## src/rtl/imem_loader_if.sv

```systemverilog
// Byte-stream and instruction-memory write bundle for the boot loader.
// The slave side is the loader: it consumes bytes and drives the write port.
// The master side is the environment: the byte source plus the memory/observer.
interface imem_loader_if #(
  parameter int DATA_W = 32,
  parameter int ADDR_W = 9
);
  logic [7:0]        rx_data;
  logic              rx_valid;
  logic              rx_ready;
  logic              mem_we;
  logic [ADDR_W-1:0] mem_addr;
  logic [DATA_W-1:0] mem_wdata;

  modport master (
    output rx_data,
    output rx_valid,
    input  rx_ready,
    input  mem_we,
    input  mem_addr,
    input  mem_wdata
  );

  modport slave (
    input  rx_data,
    input  rx_valid,
    output rx_ready,
    output mem_we,
    output mem_addr,
    output mem_wdata
  );
endinterface

```

## src/rtl/imem_loader.sv

```systemverilog
// Boot-time instruction memory loader. Receives a framed byte stream
// (16-bit big-endian word count, 4*N little-endian data bytes, XOR checksum),
// writes the words from address 0 and releases the CPU only after the
// checksum matches. All outputs come straight from registers.
module imem_loader #(
  parameter int DATA_W  = 32,
  parameter int ADDR_W  = 9,
  parameter int TIMEOUT = 65535
) (
  input  logic              clk,
  input  logic              rst_n,
  input  logic              load_req,
  imem_loader_if.slave      bus,
  output logic              cpu_hold,
  output logic              load_done,
  output logic              load_err,
  output logic [1:0]        err_code,
  output logic [ADDR_W:0]   words_loaded
);

  typedef enum logic [2:0] {
    S_IDLE   = 3'd0,
    S_LEN_HI = 3'd1,
    S_LEN_LO = 3'd2,
    S_DATA   = 3'd3,
    S_CSUM   = 3'd4,
    S_DONE   = 3'd5,
    S_ERR    = 3'd6
  } state_t;

  localparam logic [16:0] MAX_WORDS = 17'd1 << ADDR_W;
  localparam logic [15:0] TMO_LIM   = 16'(TIMEOUT);
  localparam bit          TMO_EN    = (TIMEOUT != 0);

  localparam logic [1:0] ERR_NONE = 2'd0;
  localparam logic [1:0] ERR_LEN  = 2'd1;
  localparam logic [1:0] ERR_CSUM = 2'd2;
  localparam logic [1:0] ERR_TMO  = 2'd3;

  // Running frame checksum: one byte folded into the XOR accumulator.
  function automatic logic [7:0] csum_fold(input logic [7:0] acc, input logic [7:0] b);
    return acc ^ b;
  endfunction

  state_t             state_r, state_n;
  logic [7:0]         len_hi_r, len_hi_n;
  logic [15:0]        len_r, len_n;
  logic [7:0]         xor_r, xor_n;
  logic [1:0]         byte_idx_r, byte_idx_n;
  logic [23:0]        word_buf_r, word_buf_n;
  logic [15:0]        tmo_cnt_r, tmo_cnt_n;
  logic               mem_we_r, mem_we_n;
  logic [ADDR_W-1:0]  mem_addr_r, mem_addr_n;
  logic [DATA_W-1:0]  mem_wdata_r, mem_wdata_n;
  logic [ADDR_W:0]    words_loaded_r, words_loaded_n;
  logic [1:0]         err_code_r, err_code_n;
  logic               rx_ready_r, rx_ready_n;
  logic               cpu_hold_r, cpu_hold_n;
  logic               load_done_r, load_done_n;
  logic               load_err_r, load_err_n;

  logic               accept_s;
  logic               in_rx_s;
  logic               tmo_hit_s;
  logic [15:0]        len_word_s;
  logic [ADDR_W:0]    words_next_s;

  // rx_ready is a registered decode of the receiving states, so it equals
  // "state is LEN_HI..CSUM" without a combinational path to the port.
  assign accept_s     = bus.rx_valid & rx_ready_r;
  assign in_rx_s      = rx_ready_r;
  assign tmo_hit_s    = TMO_EN && (tmo_cnt_r == (TMO_LIM - 16'd1));
  assign len_word_s   = {len_hi_r, bus.rx_data};
  assign words_next_s = words_loaded_r + {{ADDR_W{1'b0}}, 1'b1};

  // Next-state, datapath and output decode for the load FSM.
  always_comb begin
    state_n        = state_r;
    len_hi_n       = len_hi_r;
    len_n          = len_r;
    xor_n          = xor_r;
    byte_idx_n     = byte_idx_r;
    word_buf_n     = word_buf_r;
    mem_we_n       = 1'b0;
    mem_addr_n     = mem_addr_r;
    mem_wdata_n    = mem_wdata_r;
    words_loaded_n = words_loaded_r;
    err_code_n     = err_code_r;

    // Idle-cycle counter only runs while a frame is being received.
    if (in_rx_s) begin
      if (accept_s) begin
        tmo_cnt_n = 16'd0;
      end else begin
        tmo_cnt_n = tmo_cnt_r + 16'd1;
      end
    end else begin
      tmo_cnt_n = tmo_cnt_r;
    end

    case (state_r)
      S_IDLE, S_DONE, S_ERR: begin
        if (load_req) begin
          state_n        = S_LEN_HI;
          xor_n          = 8'd0;
          byte_idx_n     = 2'd0;
          words_loaded_n = '0;
          err_code_n     = ERR_NONE;
          tmo_cnt_n      = 16'd0;
        end else begin
          state_n = state_r;
        end
      end

      S_LEN_HI: begin
        if (accept_s) begin
          len_hi_n = bus.rx_data;
          xor_n    = csum_fold(xor_r, bus.rx_data);
          state_n  = S_LEN_LO;
        end else if (tmo_hit_s) begin
          state_n    = S_ERR;
          err_code_n = ERR_TMO;
        end else begin
          state_n = S_LEN_HI;
        end
      end

      S_LEN_LO: begin
        if (accept_s) begin
          len_n      = len_word_s;
          xor_n      = csum_fold(xor_r, bus.rx_data);
          byte_idx_n = 2'd0;
          if ((len_word_s == 16'd0) || ({1'b0, len_word_s} > MAX_WORDS)) begin
            state_n    = S_ERR;
            err_code_n = ERR_LEN;
          end else begin
            state_n = S_DATA;
          end
        end else if (tmo_hit_s) begin
          state_n    = S_ERR;
          err_code_n = ERR_TMO;
        end else begin
          state_n = S_LEN_LO;
        end
      end

      S_DATA: begin
        if (accept_s) begin
          xor_n      = csum_fold(xor_r, bus.rx_data);
          byte_idx_n = byte_idx_r + 2'd1;
          case (byte_idx_r)
            2'd0: word_buf_n[7:0]   = bus.rx_data;
            2'd1: word_buf_n[15:8]  = bus.rx_data;
            2'd2: word_buf_n[23:16] = bus.rx_data;
            2'd3: begin
              mem_wdata_n    = {bus.rx_data, word_buf_r};
              mem_we_n       = 1'b1;
              mem_addr_n     = words_loaded_r[ADDR_W-1:0];
              words_loaded_n = words_next_s;
            end
            default: word_buf_n = word_buf_r;
          endcase
          if ((byte_idx_r == 2'd3) && (16'(words_next_s) == len_r)) begin
            state_n = S_CSUM;
          end else begin
            state_n = S_DATA;
          end
        end else if (tmo_hit_s) begin
          state_n    = S_ERR;
          err_code_n = ERR_TMO;
        end else begin
          state_n = S_DATA;
        end
      end

      S_CSUM: begin
        if (accept_s) begin
          if (bus.rx_data == xor_r) begin
            state_n = S_DONE;
          end else begin
            state_n    = S_ERR;
            err_code_n = ERR_CSUM;
          end
        end else if (tmo_hit_s) begin
          state_n    = S_ERR;
          err_code_n = ERR_TMO;
        end else begin
          state_n = S_CSUM;
        end
      end

      default: begin
        state_n = S_IDLE;
      end
    endcase

    rx_ready_n  = (state_n == S_LEN_HI) || (state_n == S_LEN_LO) ||
                  (state_n == S_DATA)   || (state_n == S_CSUM);
    cpu_hold_n  = (state_n != S_DONE);
    load_done_n = (state_n == S_DONE);
    load_err_n  = (state_n == S_ERR);
  end

  // State and output registers; reset aborts any load in progress.
  always_ff @(posedge clk) begin
    if (!rst_n) begin
      state_r        <= S_IDLE;
      len_hi_r       <= 8'd0;
      len_r          <= 16'd0;
      xor_r          <= 8'd0;
      byte_idx_r     <= 2'd0;
      word_buf_r     <= 24'd0;
      tmo_cnt_r      <= 16'd0;
      mem_we_r       <= 1'b0;
      mem_addr_r     <= '0;
      mem_wdata_r    <= '0;
      words_loaded_r <= '0;
      err_code_r     <= ERR_NONE;
      rx_ready_r     <= 1'b0;
      cpu_hold_r     <= 1'b1;
      load_done_r    <= 1'b0;
      load_err_r     <= 1'b0;
    end else begin
      state_r        <= state_n;
      len_hi_r       <= len_hi_n;
      len_r          <= len_n;
      xor_r          <= xor_n;
      byte_idx_r     <= byte_idx_n;
      word_buf_r     <= word_buf_n;
      tmo_cnt_r      <= tmo_cnt_n;
      mem_we_r       <= mem_we_n;
      mem_addr_r     <= mem_addr_n;
      mem_wdata_r    <= mem_wdata_n;
      words_loaded_r <= words_loaded_n;
      err_code_r     <= err_code_n;
      rx_ready_r     <= rx_ready_n;
      cpu_hold_r     <= cpu_hold_n;
      load_done_r    <= load_done_n;
      load_err_r     <= load_err_n;
    end
  end

  assign bus.rx_ready  = rx_ready_r;
  assign bus.mem_we    = mem_we_r;
  assign bus.mem_addr  = mem_addr_r;
  assign bus.mem_wdata = mem_wdata_r;
  assign cpu_hold      = cpu_hold_r;
  assign load_done     = load_done_r;
  assign load_err      = load_err_r;
  assign err_code      = err_code_r;
  assign words_loaded  = words_loaded_r;

endmodule

```

## src/flat_wrapper.sv

```systemverilog
// flat-port wrapper written by rule: the top's interface ports become plain ports
module imem_loader_flat 
#(
  parameter int DATA_W  = 32,
  parameter int ADDR_W  = 9,
  parameter int TIMEOUT = 65535
)
  (clk, rst_n, load_req, cpu_hold, load_done, load_err, err_code, words_loaded, bus_rx_data, bus_rx_valid, bus_rx_ready, bus_mem_we, bus_mem_addr, bus_mem_wdata);
  imem_loader_if #(.DATA_W(DATA_W), .ADDR_W(ADDR_W)) bus_i ();
  input  logic clk;
  input  logic rst_n;
  input  logic load_req;
  output logic cpu_hold;
  output logic load_done;
  output logic load_err;
  output logic [1:0] err_code;
  output logic [ADDR_W:0] words_loaded;
  input wire logic [$bits(bus_i.rx_data)-1:0] bus_rx_data;
  input wire logic [$bits(bus_i.rx_valid)-1:0] bus_rx_valid;
  output wire logic [$bits(bus_i.rx_ready)-1:0] bus_rx_ready;
  output wire logic [$bits(bus_i.mem_we)-1:0] bus_mem_we;
  output wire logic [$bits(bus_i.mem_addr)-1:0] bus_mem_addr;
  output wire logic [$bits(bus_i.mem_wdata)-1:0] bus_mem_wdata;
  assign bus_i.rx_data = bus_rx_data;
  assign bus_i.rx_valid = bus_rx_valid;
  assign bus_rx_ready = bus_i.rx_ready;
  assign bus_mem_we = bus_i.mem_we;
  assign bus_mem_addr = bus_i.mem_addr;
  assign bus_mem_wdata = bus_i.mem_wdata;
  imem_loader #(.DATA_W(DATA_W), .ADDR_W(ADDR_W), .TIMEOUT(TIMEOUT)) u_core (.clk(clk), .rst_n(rst_n), .load_req(load_req), .bus(bus_i), .cpu_hold(cpu_hold), .load_done(load_done), .load_err(load_err), .err_code(err_code), .words_loaded(words_loaded));
endmodule
```

## config.mk

```make
export PLATFORM = sky130hd
export DESIGN_NAME = imem_loader_flat
export DESIGN_NICKNAME = d
export VERILOG_FILES = /design/src/rtl/imem_loader_if.sv /design/src/rtl/imem_loader.sv /design/src/flat_wrapper.sv
export SDC_FILE = /design/constraint.sdc
export NUM_CORES = 1
export LEC_CHECK = 0
export CORE_MARGIN = 3
export CORE_UTILIZATION = 51
export DETAILED_ROUTE_END_ITERATION = 8
export PLACE_DENSITY = 0.72
export SYNTH_ARGS = -nofsm -noshare
export SYNTH_HDL_FRONTEND = slang
export SYNTH_SLANG_ARGS = --single-unit
```

## constraint.sdc

```tcl
create_clock -name clk -period 2.25 [get_ports clk]
set_clock_uncertainty 0.1 [all_clocks]
set_input_delay 0.225 -clock clk [delete_from_list [all_inputs] [get_ports clk]]
set_output_delay 0.225 -clock clk [all_outputs]
set_load 0.01 [all_outputs]
```

# == Word-level counts from Yosys, hierarchy flattened ==
# Index checks and enable logic that the tools add are counted.
# op_classes
n_addsub,3
magnitude_cmp,1
n_eq_ne,27
muxes,36
n_bitwise,2
n_reduce_logical,26
# op_table
operator,count
two-way mux 16 bit,4
two-way mux 10 bit,3
two-way mux 3 bit,10
two-way mux 2 bit,11
case mux 10 bit (2 select lines),1
== test 3 bit (second input constant),6
AND reduction 3 bit,6
adder 16 x 1 -> 16 bit (second input constant),1
== test 10 x 16 -> 1 bit,1
== test 16 bit (second input constant),1
greater-than comparator 16 x 10 -> 1 bit (second input constant),1
zero test 16 bit,1
two-way mux 8 bit,2
case mux 8 bit (2 select lines),1
case mux 3 bit (5 select lines),1
== test 3 x 2 -> 1 bit (second input constant),4
adder 10 x 1 -> 10 bit (second input constant),1
!= test 3 bit (second input constant),3
== test 8 bit,1
!= test 2 x 1 -> 1 bit (second input constant),4
case mux 2 bit (4 select lines),1
AND reduction 4 bit,2
XOR 8 bit,1
== test 3 x 1 -> 1 bit (second input constant),2
18 further kinds,26
# totals
ff_bits,135
output_inout_bits,58
wordCells,113

# == Longest topological paths before layout ==
# depth
depth_word,10
depth_mapped,10
mapped_depth_nobuf,10

# == Worst setup path before layout ==
# No wires, ideal clock.
# synth_path
path_type,register to register
start,reg u_core.words_loaded_r[1] (netlist: u_core.words_loaded[1])
end,reg u_core.rx_ready_r (netlist: u_core.bus.rx_ready)
setup_time_ns,0.115
arrival_time_ns,2.264
t_required_ns,2.035
slack_ns,-0.228
stages_incl_launch_ff,10
n_path_buf,0
path_cell_list,dfxtp_1 > ha_1 > nand4_1 > or4_1 > a211oi_2 > o21ai_0 > o21ai_2 > nand3b_1 > xor2_1 > and2_1
# synth_via
elab_chain_len,10
word_cells_on_any_way,13
cone_classes,add/sub (1); eq/ne (5); mux (3); reduce/logical (4)
# synth_rtl
item,line_no,source
from (decl),imem_loader.sv:55,"logic [ADDR_W:0] words_loaded_r, words_loaded_n;"
from (signal assigned),imem_loader.sv:234,words_loaded_r <= words_loaded_n;
adder 10 x 1 -> 10 bit *,imem_loader.sv:74,"assign words_next_s = words_loaded_r + {{ADDR_W{1'b0}}, 1'b1};"
== test 10 x 16 -> 1 bit *,imem_loader.sv:163,if ((byte_idx_r == 2'd3) && (16'(words_next_s) == len_r)) begin
logical AND 1 bit *,imem_loader.sv:163,
two-way mux 3 bit *,imem_loader.sv:163,
two-way mux 3 bit *,imem_loader.sv:148,if (accept_s) begin
case mux 3 bit (5 select lines) *,imem_loader.sv:101,case (state_r)
== test 3 x 1 -> 1 bit or == test 3 x 2 -> 1 bit (tied branches),imem_loader.sv:197,rx_ready_n = (state_n == S_LEN_HI) || (state_n == S_LEN_LO) ||
logical OR 1 bit (2 in a row),imem_loader.sv:197,
logical OR 1 bit *,imem_loader.sv:198,(state_n == S_DATA) || (state_n == S_CSUM);
to (signal assigned),imem_loader.sv:236,rx_ready_r <= rx_ready_n;
to (decl),imem_loader.sv:57,"logic rx_ready_r, rx_ready_n;"
# Every way passes the cells marked *; elsewhere a longest branch is shown, timed or not.
# A chain may end at the register's enable or synchronous reset.

# == Worst setup path after layout ==
# layout_path
start,reg u_core.words_loaded_r[0] (netlist: u_core.words_loaded[0])
end,reg u_core.rx_ready_r (netlist: u_core.bus.rx_ready)
# Same word-level chain as after synthesis.

==> metrics.md <==
| Metric | Value |
|---|---|
| Initial antenna violation count | 0 |
| Placed inst area | 0.00759 mm^2 |
| # H-tree levels | 4 |
| Wire length per cell | 15.2 um |
| DRT antenna net count | 0 |
| Vias/cell | 5.35 |
| Clock buffer count from CTS | 17 |
| First-pass GRT wire length | 26600 um |
| Fmax | 437 MHz |
| Slew at the pin with the worst max-slew slack | 0.749 ns |
| Register area share after synthesis | 42.9% |
| Largest net degree at the start of global routing | 119 |
| Fin crit share | 102% |
| Final Hold Vio Count | 0 |
| GRT Overall Usage | 24.7% |
| Final WL | 16200 um |
| Final Cell Area | 0.00821 mm^2 |
| FF-to-FF path depth | 9 |
| IO buf count | 69 |
| Share of cells above drive strength 1 | 16.5% |
| Via count | 5705 |
| Failing checks | negative setup slack |
| Core Util, Final | 69.8% |
| Core ar. | 0.0118 mm^2 |
| ANT cells | 0 |
| Post-synth EDFFs | 0 |
| Peak supply drop | 0.413 mV |
| Crit path buf inv count | 0 |
| RSZ-0062 raised after global routing | yes |
| Hold path endpoint | u_core.cpu_hold$_SDFF_PN1_ |
| Die H | 117 um |
| RR Startpoint | u_core.words_loaded[0]$_SDFFE_PN0P_ |
| CP max stage delay | 0.45 ns |
| Clock Latency Late Sink | 0.42 ns |
| CTS tree | done |
| Root buffer cell | clkbuf_16 |
| Slew headroom | 49.5% |
| Clk slew on worst S/H paths | 0.06 ns |
| Main synth FF type | dfxtp_1 |
| Power Total | 5.42 mW |
| Critical Path Sink Type | flip-flop |
| Dpl cells | 1034 |
| Reg2reg setup slack | -0.04 ns |
| Cells after Synth | 767 |
| Vias in the first global route | 5577 |
| Layout net count | 909 |
| Count of different cell masters after synthesis | 61 |
| Final std cells w/o fill | 1067 |
| Flops & latches, synth | 135 |
| Final min period | 2.29 ns |
| Worst reg2reg endpoint | u_core.bus.rx_ready$_SDFF_PN0_ |
| Site Rows | 39 |
| Synthesized area | 0.00631 mm^2 |
| # clock sinks | 135 |
| Die Area | 0.0137 mm^2 |
| Hold_sp | rst_n |
| Hold-fix buffers, CTS | 0 |
| Type of the most critical hold path | in -> reg |
| Die Span X | 117 um |
| Pleak | 2.94 nW |
| RePlAce Congestion | 0.855 |
| Crit path DAT | 2.50 ns |
| Yosys warnings | 0 |
| Crit-path cells | ha_4, nand4_1, or4_1, a211oi_2, o21ai_1, o21ai_2, nand3b_1, xor2_1, and2_1 |
| Cell with the largest stage delay on the worst path | or4_1 |
| Power per Cell Area | 660 mW/mm^2 |
| Syn nets | 786 |
| DR pass1 iterations | 6 |
| Mean Syn Cell Area | 8.22 um^2 |
| Worst setup path class | reg -> reg |
| Synthesis-to-finish area growth | 30.2% |
| Total of max-cap violations | 0 |
| CP top delay family | simple AND/OR/NAND/NOR gates |
| Status | finished with violations |
| Critical Path RT | 2.46 ns |
| TNS Setup | -0.0474 ns |
| Hold path depth | 3 |
| Worst setup margin | -0.0383 ns |
| Remaining DRCs | 0 |
| Initial Utilization | 53.6% |
| Async SR Flop Fraction | 0% |
| Clk buf depth | 2 |
| Io pins | 70 |
| CP startpoint kind | flip-flop |
| Grt ovf | 0 |
| Max Fanout on Critical Path | 3 |
| Dpl hpwl | 11500 um |
| Initial drt markers | 362 |
| Slew Limit Fails | 0 |
| Final setup fails | 2 |
==> routing by layer <==
layer / wire length (um) / GRT usage (%) / part of all wire [%] / vias to the layer above
li1: - / - / - / 2838
met1: 7310 / 32.1 / 45 / 2697
met2: 7910 / 41.1 / 49 / 144
met3: 734 / 4.47 / 4.5 / 26
met4: 272 / 8.72 / 1.7 / 0
met5: 0 / 0 / 0 / -
==> power breakdown <==
group          internal [mW]  switching [mW]  total, mW
clock network           1.60            1.05       2.65
registers               2.40          0.0150       2.42
logic                  0.156           0.193      0.349
==> layout make-up <==
class,instances,area [um^2]
Clock buffer,20,467
Clock inverter,12,103
Fill cell,930,3550
Inverter,15,56.3
Multi-Input combinational cell,566,3330
Sequential cell,135,2710
Tap cell,164,205
Timing Repair Buffer,155,1340
==> worst max path at each step <==
| stage | from | endpoint | slack [ns] | depth (start not counted) |
|---|---|---|---|---|
| detailed placement | bus_rx_data[1] | u_core.bus.rx_ready$_SDFF_PN0_ | -0.49 | 11 |
| global route | u_core.words_loaded[0]$_SDFFE_PN0P_ | u_core.bus.rx_ready$_SDFF_PN0_ | -0.18 | 9 |
| CTS | u_core.words_loaded[0]$_SDFFE_PN0P_ | u_core.bus.rx_ready$_SDFF_PN0_ | -0.05 | 9 |
| finish | u_core.words_loaded[0]$_SDFFE_PN0P_ | u_core.bus.rx_ready$_SDFF_PN0_ | -0.04 | 9 |
| global placement | bus_rx_data[1] | u_core.bus.rx_ready$_SDFF_PN0_ | -0.43 | 11 |
| floorplan | u_core.words_loaded[1]$_SDFFE_PN0P_ | u_core.bus.rx_ready$_SDFF_PN0_ | 0.006 | 9 |
==> repair_timing <==
action | 4_1_cts | 5_1_grt
gates resized for setup | 4 | 8
endpoints found under the hold margin | 0 | 0
setup buffers | 1 | 0
endpoints found under the setup margin | 5 | 9
pin swaps | 6 | 5
==> worst register-to-register path, stage by stage, from the launching register on <==
cell      delay (ns)
dfxtp_2         0.35
ha_4            0.15
nand4_1         0.16
or4_1           0.45
a211oi_2        0.27
o21ai_1         0.12
o21ai_2         0.15
nand3b_1        0.12
xor2_1          0.16
and2_1          0.16
==> stage by stage <==
| step | hold slack (ns) | setup slack, ns |
|---|---|---|
| after detailed placement | 0.357 | -0.486 |
| after CTS | 0.246 | -0.0491 |
| after global placement | 0.350 | -0.428 |
| after floorplan | 0.341 | 0.00584 |
| after global routing | 0.277 | -0.180 |
| final | 0.240 | -0.0383 |
==> placed cells by master, fill, tap and decap left out, types with 5 or more instances in the layout <==
| cell | instances |
|---|---|
| and3_1 | 6 |
| clkbuf_16 | 17 |
| xnor2_1 | 10 |
| ha_1 | 6 |
| nand3_1 | 37 |
| dfxtp_1 | 131 |
| nor2_1 | 45 |
| mux2i_1 | 9 |
| nand2_1 | 178 |
| inv_1 | 15 |
| and2_1 | 18 |
| buf_4 | 85 |
| nand4_1 | 16 |
| a21boi_0 | 86 |
| clkdlybuf4s50_1 | 68 |
| nor2b_1 | 13 |
| xor2_1 | 19 |
| nor3_1 | 9 |
| clkinv_2 | 5 |
| o21ai_0 | 33 |
| a21oi_1 | 12 |
| nand2b_1 | 9 |
==> sequential cells by signal, summed over array words and instances (netlist names) <==
signal                flops
u_core.tmo_cnt_r         16
u_core.state_r            3
u_core.byte_idx_r         2
u_core.cpu_hold           1
u_core.words_loaded      10
u_core.load_err           1
u_core.bus.mem_wdata     32
u_core.bus.rx_ready       1
u_core.len_r             16
u_core.load_done          1
u_core.bus.mem_addr       9
u_core.len_hi_r           8
u_core.xor_r              8
u_core.err_code           2
u_core.bus.mem_we         1
u_core.word_buf_r        24
==> cell families after synthesis <==
family	share of synthesized area, %
simple gates	26.7
compound gates	18.2
flops	42.9
buf+inv	5.30
xor+xnor	4.17
mux	1.43
fa+ha+maj	1.39
==> Yosys cell counts (11+ instances only) <==
cell      instances  area share (%)
xnor2_1          11             1.5
clkbuf_1         30             1.8
nand4_1          16             1.6
dfxtp_1         135              43
inv_1            15            0.89
nand2_1         179              11
nor2_1           46             2.7
nand3_1          37             2.9
a21boi_0         86              10
and2_1           19             1.9
o21ai_0          35             2.8
a21oi_1          12            0.95
nor2b_1          13             1.3
xor2_1           19             2.6
No activity file was read; power rests on OpenSTA's default activity.
